File: config.mk
export PLATFORM = sky130hd
export DESIGN_NAME = windowed_reg_file_spill
export DESIGN_NICKNAME = d
export VERILOG_FILES = /design/src/rtl/windowed_reg_file_spill.sv
export SDC_FILE = /design/constraint.sdc
export NUM_CORES = 1
export LEC_CHECK = 0
export BUFFER_PORTS_ARGS = -buffer_cell sky130_fd_sc_hd__buf_2
export CAP_MARGIN = 20
export CORE_UTILIZATION = 40
export CTS_CLUSTER_DIAMETER = 40
export DETAILED_ROUTE_END_ITERATION = 16
export GPL_ROUTABILITY_DRIVEN = 0
export PLACE_DENSITY = 0.58
export SLEW_MARGIN = 5
export SYNTH_ARGS = -nofsm -noshare
export SYNTH_HDL_FRONTEND = slang
export SYNTH_SLANG_ARGS = --single-unit
export TNS_END_PERCENT = 100
File: constraint.sdc
create_clock -name clk -period 5.45 [get_ports clk]
set_input_delay 0.545 -clock clk [delete_from_list [all_inputs] [get_ports clk]]
set_output_delay 0.545 -clock clk [all_outputs]
set_load 0.005 [all_outputs]
File: src/rtl/windowed_reg_file_spill.sv
// -----------------------------------------------------------------------------
// windowed_reg_file_spill
//
// Overlapping-window register file with two combinational read ports and one
// write port, all addressed relative to the current window pointer (cwp).
// Logical register r in window w lives at physical register
// (w*STRIDE + r) mod P, so the low half of window w aliases the high half of
// window w-1. The save/restore commands step the window. When every physical
// window is occupied, the oldest resident window is spilled to an external
// backing store; when returning past the last resident caller, a window is
// filled back. Both transfers use a req/ack handshake.
//
// Optional build macro:
//   WINREG_BYPASS_EN - an accepted write forwards wr_data to any read port
//                      addressing the same physical register in that cycle.
//
// Ports:
//   clk, rst             clock (posedge) and asynchronous active-high reset
//   rd_i, rd_j           logical read addresses
//   rd_data_i, rd_data_j combinational read data
//   wr_en, wr_addr,
//   wr_data              write strobe, logical address and data (IDLE only)
//   save, restore,
//   set_wnd, wnd         window commands (IDLE only, set_wnd > save > restore)
//   cwp                  current window pointer
//   busy                 high while a spill or fill is running
//   err                  one-cycle pulse on window overflow/underflow
//   mem_req, mem_we,
//   mem_addr, mem_wdata  backing-store request (registered)
//   mem_ack, mem_rdata   backing-store acknowledge and fill data
// -----------------------------------------------------------------------------
module windowed_reg_file_spill #(
    parameter int DATA_W    = 16,
    parameter int NWIN      = 4,
    parameter int STRIDE    = 2,
    parameter int MAX_SPILL = 4,
    parameter int AW        = $clog2(MAX_SPILL * STRIDE)
) (
    input  logic                          clk,
    input  logic                          rst,
    input  logic [$clog2(2*STRIDE)-1:0]   rd_i,
    input  logic [$clog2(2*STRIDE)-1:0]   rd_j,
    output logic [DATA_W-1:0]             rd_data_i,
    output logic [DATA_W-1:0]             rd_data_j,
    input  logic                          wr_en,
    input  logic [$clog2(2*STRIDE)-1:0]   wr_addr,
    input  logic [DATA_W-1:0]             wr_data,
    input  logic                          save,
    input  logic                          restore,
    input  logic                          set_wnd,
    input  logic [$clog2(NWIN)-1:0]       wnd,
    output logic [$clog2(NWIN)-1:0]       cwp,
    output logic                          busy,
    output logic                          err,
    output logic                          mem_req,
    output logic                          mem_we,
    output logic [AW-1:0]                 mem_addr,
    output logic [DATA_W-1:0]             mem_wdata,
    input  logic                          mem_ack,
    input  logic [DATA_W-1:0]             mem_rdata
);

    localparam int P    = NWIN * STRIDE;
    localparam int WW   = $clog2(NWIN);
    localparam int PW   = (P > 1) ? $clog2(P) : 1;
    localparam int DW   = $clog2(MAX_SPILL + 1);
    localparam int KW   = (STRIDE > 1) ? $clog2(STRIDE) : 1;
    localparam int RESW = $clog2(NWIN - 1);

    typedef enum logic [1:0] {
        IDLE,
        SPILL,
        FILL
    } state_t;

    state_t              state_q, state_d;
    logic [WW-1:0]       cwp_q, cwp_d;
    logic [RESW-1:0]     res_q, res_d;
    logic [DW-1:0]       depth_q, depth_d;
    logic [KW-1:0]       k_q, k_d;
    logic                err_q, err_d;
    logic                memReq_q, memReq_d;
    logic                memWe_q, memWe_d;
    logic [AW-1:0]       memAddr_q, memAddr_d;
    logic [DATA_W-1:0]   memWdata_q, memWdata_d;

    logic [DATA_W-1:0]   regs_q [P];

    logic                wrAccept;
    logic [PW-1:0]       wrIdx;
    logic                regWe;
    logic [PW-1:0]       regWaddr;
    logic [DATA_W-1:0]   regWdata;
    logic [WW-1:0]       oldest;
    logic [PW-1:0]       rdIdxI, rdIdxJ;

    // Window-relative to physical register translation; window arithmetic
    // wraps naturally because NWIN is a power of two.
    function automatic logic [PW-1:0] physIdx(input logic [WW-1:0] w, input int r);
        int t;
        t = (int'(w) * STRIDE + r) % P;
        return PW'(t);
    endfunction

    // Backing-store word address of word k inside spilled block blk.
    function automatic logic [AW-1:0] memAddrOf(input int blk, input int k);
        return AW'(blk * STRIDE + k);
    endfunction

    assign wrAccept = wr_en && (state_q == IDLE);
    assign wrIdx    = physIdx(cwp_q, int'(wr_addr));
    // Oldest resident window sits NWIN-2 steps behind the current one.
    assign oldest   = cwp_q - WW'(NWIN - 2);
    assign rdIdxI   = physIdx(cwp_q, int'(rd_i));
    assign rdIdxJ   = physIdx(cwp_q, int'(rd_j));

`ifdef WINREG_BYPASS_EN
    assign rd_data_i = (wrAccept && (wrIdx == rdIdxI)) ? wr_data : regs_q[rdIdxI];
    assign rd_data_j = (wrAccept && (wrIdx == rdIdxJ)) ? wr_data : regs_q[rdIdxJ];
`else
    assign rd_data_i = regs_q[rdIdxI];
    assign rd_data_j = regs_q[rdIdxJ];
`endif

    assign cwp       = cwp_q;
    assign busy      = (state_q != IDLE);
    assign err       = err_q;
    assign mem_req   = memReq_q;
    assign mem_we    = memWe_q;
    assign mem_addr  = memAddr_q;
    assign mem_wdata = memWdata_q;

    // Next-state logic: commands only in IDLE; a spill or fill walks through
    // STRIDE words, advancing one word per acknowledge, and only moves the
    // window pointer once the last word has been transferred.
    always_comb begin
        state_d    = state_q;
        cwp_d      = cwp_q;
        res_d      = res_q;
        depth_d    = depth_q;
        k_d        = k_q;
        err_d      = 1'b0;
        memReq_d   = memReq_q;
        memWe_d    = memWe_q;
        memAddr_d  = memAddr_q;
        memWdata_d = memWdata_q;
        regWe      = 1'b0;
        regWaddr   = wrIdx;
        regWdata   = wr_data;

        case (state_q)
            IDLE: begin
                regWe = wrAccept;
                if (set_wnd) begin
                    cwp_d   = wnd;
                    res_d   = '0;
                    depth_d = '0;
                end else if (save) begin
                    if (res_q < RESW'(NWIN - 2)) begin
                        cwp_d = cwp_q + WW'(1);
                        res_d = res_q + RESW'(1);
                    end else if (depth_q < DW'(MAX_SPILL)) begin
                        state_d    = SPILL;
                        k_d        = '0;
                        memReq_d   = 1'b1;
                        memWe_d    = 1'b1;
                        memAddr_d  = memAddrOf(int'(depth_q), 0);
                        memWdata_d = regs_q[physIdx(oldest, 0)];
                    end else begin
                        err_d = 1'b1;
                    end
                end else if (restore) begin
                    if (res_q != '0) begin
                        cwp_d = cwp_q - WW'(1);
                        res_d = res_q - RESW'(1);
                    end else if (depth_q != '0) begin
                        state_d   = FILL;
                        k_d       = '0;
                        memReq_d  = 1'b1;
                        memWe_d   = 1'b0;
                        memAddr_d = memAddrOf(int'(depth_q) - 1, 0);
                    end else begin
                        err_d = 1'b1;
                    end
                end
            end

            SPILL: begin
                if (mem_ack) begin
                    if (k_q == KW'(STRIDE - 1)) begin
                        state_d  = IDLE;
                        memReq_d = 1'b0;
                        k_d      = '0;
                        cwp_d    = cwp_q + WW'(1);
                        depth_d  = depth_q + DW'(1);
                    end else begin
                        k_d        = k_q + KW'(1);
                        memAddr_d  = memAddrOf(int'(depth_q), int'(k_q) + 1);
                        memWdata_d = regs_q[physIdx(oldest, int'(k_q) + 1)];
                    end
                end
            end

            FILL: begin
                if (mem_ack) begin
                    // Refilled window is the one just below the current window.
                    regWe    = 1'b1;
                    regWaddr = physIdx(cwp_q - WW'(1), int'(k_q));
                    regWdata = mem_rdata;
                    if (k_q == KW'(STRIDE - 1)) begin
                        state_d  = IDLE;
                        memReq_d = 1'b0;
                        k_d      = '0;
                        cwp_d    = cwp_q - WW'(1);
                        depth_d  = depth_q - DW'(1);
                    end else begin
                        k_d       = k_q + KW'(1);
                        memAddr_d = memAddrOf(int'(depth_q) - 1, int'(k_q) + 1);
                    end
                end
            end

            default: begin
                state_d  = IDLE;
                memReq_d = 1'b0;
            end
        endcase
    end

    // Control and backing-store interface registers; reset aborts any
    // transfer in flight and drops mem_req immediately.
    always_ff @(posedge clk or posedge rst) begin
        if (rst) begin
            state_q    <= IDLE;
            cwp_q      <= '0;
            res_q      <= '0;
            depth_q    <= '0;
            k_q        <= '0;
            err_q      <= 1'b0;
            memReq_q   <= 1'b0;
            memWe_q    <= 1'b0;
            memAddr_q  <= '0;
            memWdata_q <= '0;
        end else begin
            state_q    <= state_d;
            cwp_q      <= cwp_d;
            res_q      <= res_d;
            depth_q    <= depth_d;
            k_q        <= k_d;
            err_q      <= err_d;
            memReq_q   <= memReq_d;
            memWe_q    <= memWe_d;
            memAddr_q  <= memAddr_d;
            memWdata_q <= memWdata_d;
        end
    end

    // Physical register array: single write port shared by datapath writes
    // (IDLE) and fill data (FILL).
    always_ff @(posedge clk or posedge rst) begin
        if (rst) begin
            for (int i = 0; i < P; i++) begin
                regs_q[i] <= '0;
            end
        end else if (regWe) begin
            regs_q[regWaddr] <= regWdata;
        end
    end

endmodule

==> out/qor.yml <==
status:
  status: "finished, final reports clean"
critical_path:
  worst_setup_path_end_kind: "primary output"
  worstPathArrival_ns: 3.17
  required_ns: 4.91
  rrSetupSlack_ns: 2.25
  worstSetupStartpointType: "register"
  path_class: "reg -> out"
  cp_max_fo: 22
pwr:
  p_clk_frac: 0.148
  finalPower_mw: 7.93
  comb_power_share: 0.543
  peakVddDrop_v: 0.000276
  pwr-share-seq: 0.309
  p_per_area_nw_per_um2: 670
  power.switching_mw: 3.15
  leakagePower_nw: 5.02
  p_int_mw: 4.77
  swShare: 0.398
cts:
  ctsResizeCount: 0
  clk_latency_ns: 0.43
  clkTransAtPathRegs_ns: 0.07
  clockBufferDepth: 2
  clkSinkCount: 160
  cts_tree: "yes"
  htreeDepth: 4
  cts_hold_buffers: 0
  cts_made_buffers: 17
  cts.root.buffer_cell: "clkbuf_16"
  cts_setup_buffers: 0
sta:
  slew-limit-headroom: 0.251
  max_freq_mhz: 269
  fin_skew_ns: 0.0129
  tightestPinTransition_ns: 1.12
  fin_ws_ns: 1.73
  whs_ns: 0.237
  fin_crit_sh: 0.682
  period_needed_ns: 3.72
  grt_setup_unrepaired: "no"
  slew_viol_final: 0
  hold_violations: 0
  tns_ns: 0
  setup_viol: 0
floorplanning:
  die-area_sq_um: 26800
  initial_core_util: 0.412
  fp.dieH_um: 164
  core_area_sq_um: 25400
  rows: 58
  die_width_um: 164
  io_pins: 104
grt:
  grt_max_degree: 73
  gr-total-overflow: 0
  grt_pass1_wl_mm: 44.8
  grt_use_total: 0.227
  grt_antenna_before_repair: 3
  grt_pass1_vias: 7387
drt:
  drt_iter0_drc: 561
  num_vias: 7318
  dr.pass1.iters: 5
  detail-route-antenna-nets: 0
  routed_wl_mm: 28.7
  via_per_inst: 5.94
  routedWlPerCell_um: 23.3
  drc_errors: 0
layout:
  area_growth_pct: 12.9
  layout.nets: 946
  drive_gt1_frac: 0.452
  layout_commonest_cell: "dfrtp_1"
  filler_cell_count: 2333
  final_cell_mix: "dfrtp_1 (158), mux4_2 (112), buf_2 (103)"
yosys:
  synthTopCellsByArea: "dfrtp_1 (38%), mux4_2 (24%), mux2_2 (9.8%)"
  yosys_warnings: 0
  syn_nets: 871
  synth-seq-area-share: 0.382
  syn_area_per_cell_sq_um: 12.9
  synth_area_leader_cell: "dfrtp_1"
  synthCells: 811
  ys_types: 59
  synth_ff_type: "dfrtp_1"
  synth.cell_area_sq_um: 10500
  synth_top_area_frac: 0.382
  synth-seq-cells: 160
  synth-async-reset-ratio: 1.00
  synth_edf_count: 0
placed_design:
  hpwl_mm: 18.2
  place_ws_ns: 2.12
  io_buffer_count: 103
run:
  maxCapViolCount: 0
worst_hold_path:
  hold_path.class: "in -> async"
flip-flops by register name, indices dropped and copies added, names as in the netlist:
signal,cells
res_q,2
err,1
k_q,1
mem_we,1
regs_q,128
state_q,2
mem_wdata,16
mem_req,1
mem_addr,3
depth_q,3
cwp,2
kinds of logic (layout without fill, tap and decap cells):
family,Yosys count,in the layout,synth area share
flops,160,160,0.382
buf+inv,77,164,0.0383
compound gates,146,146,0.0884
simple gates,160,160,0.0777
fa+ha+maj,13,13,0.0155
xor+xnor,9,9,0.00752
mux,246,246,0.390
other cells,0,3,0
worst max-delay path, cell delays in order, from the launching register on:
cell     delay [ns]
dfrtp_1        0.51
ha_1           1.10
buf_4          0.38
mux4_2         0.33
mux2_2         0.29
buf_2          0.13
area by class of cell:
type / instances / area, sq um / share of cell area
clock buffers: 21 / 460 / 0.0389
diodes: 3 / 7.51 / 0.000635
clock inverters: 10 / 105 / 0.00889
repair buffers: 122 / 678 / 0.0574
flip-flops and latches: 160 / 4010 / 0.339
inverters: 11 / 46.3 / 0.00392
well taps: 330 / 413 / 0.0349
multi-input cells: 574 / 6110 / 0.516
power by group through the flow:
stage	Clock, mW	Sequential [mW]	Combinational (mW)
3_3_place_gp	0	2.44	4.24
5_1_grt	1.24	2.55	4.65
6_report	1.17	2.45	4.30
4_1_cts	1.20	2.44	4.31
3_5_place_dp	0	2.45	4.29
2_1_floorplan	0	2.18	3.27
per-layer routing:
| layer | vias up | GRT usage | wire length (um) |
|---|---|---|---|
| li1 | 3254 | - | - |
| met1 | 3762 | 0.310 | 12500 |
| met2 | 260 | 0.366 | 14100 |
| met3 | 42 | 0.0351 | 1460 |
| met4 | 0 | 0.0812 | 622 |
| met5 | - | 0 | 0 |
cells in the mapped netlist, drive strengths merged (2+ instances only):
| cell | number |
|---|---|
| nand3b | 3 |
| mux2i | 20 |
| and3 | 4 |
| ha | 13 |
| clkbuf | 25 |
| buf | 41 |
| a211oi | 2 |
| nor2 | 36 |
| o21ai | 80 |
| a22oi | 18 |
| nor3b | 3 |
| nand3 | 3 |
| a31oi | 18 |
| a21oi | 11 |
| nor2b | 3 |
| nand2 | 82 |
| nand2b | 19 |
| o2111ai | 4 |
| xor2 | 8 |
| inv | 10 |
| a21bo | 2 |
| mux2 | 114 |
| mux4 | 112 |
| dfrtp | 160 |
| and2 | 2 |
through the flow:
step           utilization  cells  cell area (sq um)
2_1_floorplan            -    811              10500
3_3_place_gp         0.442   1196              11200
3_5_place_dp         0.442   1196              11200
4_1_cts              0.464   1227              11800
5_1_grt              0.465   1231              11800
6_report             0.465   1231              11800
path summary, 6_finish.rpt:
check,start,endpoint,cells past startpoint
hold reg to reg,mem_req,mem_req,1
max in group asynchronous,rst,k_q,3
setup / recovery,cwp[0],rd_data_j[12],5
min in group clk,set_wnd,res_q[0],2
hold / removal,rst,regs_q[119],2
setup reg to reg,state_q[0],regs_q[2],8
(Power assumes the default switching activity.)
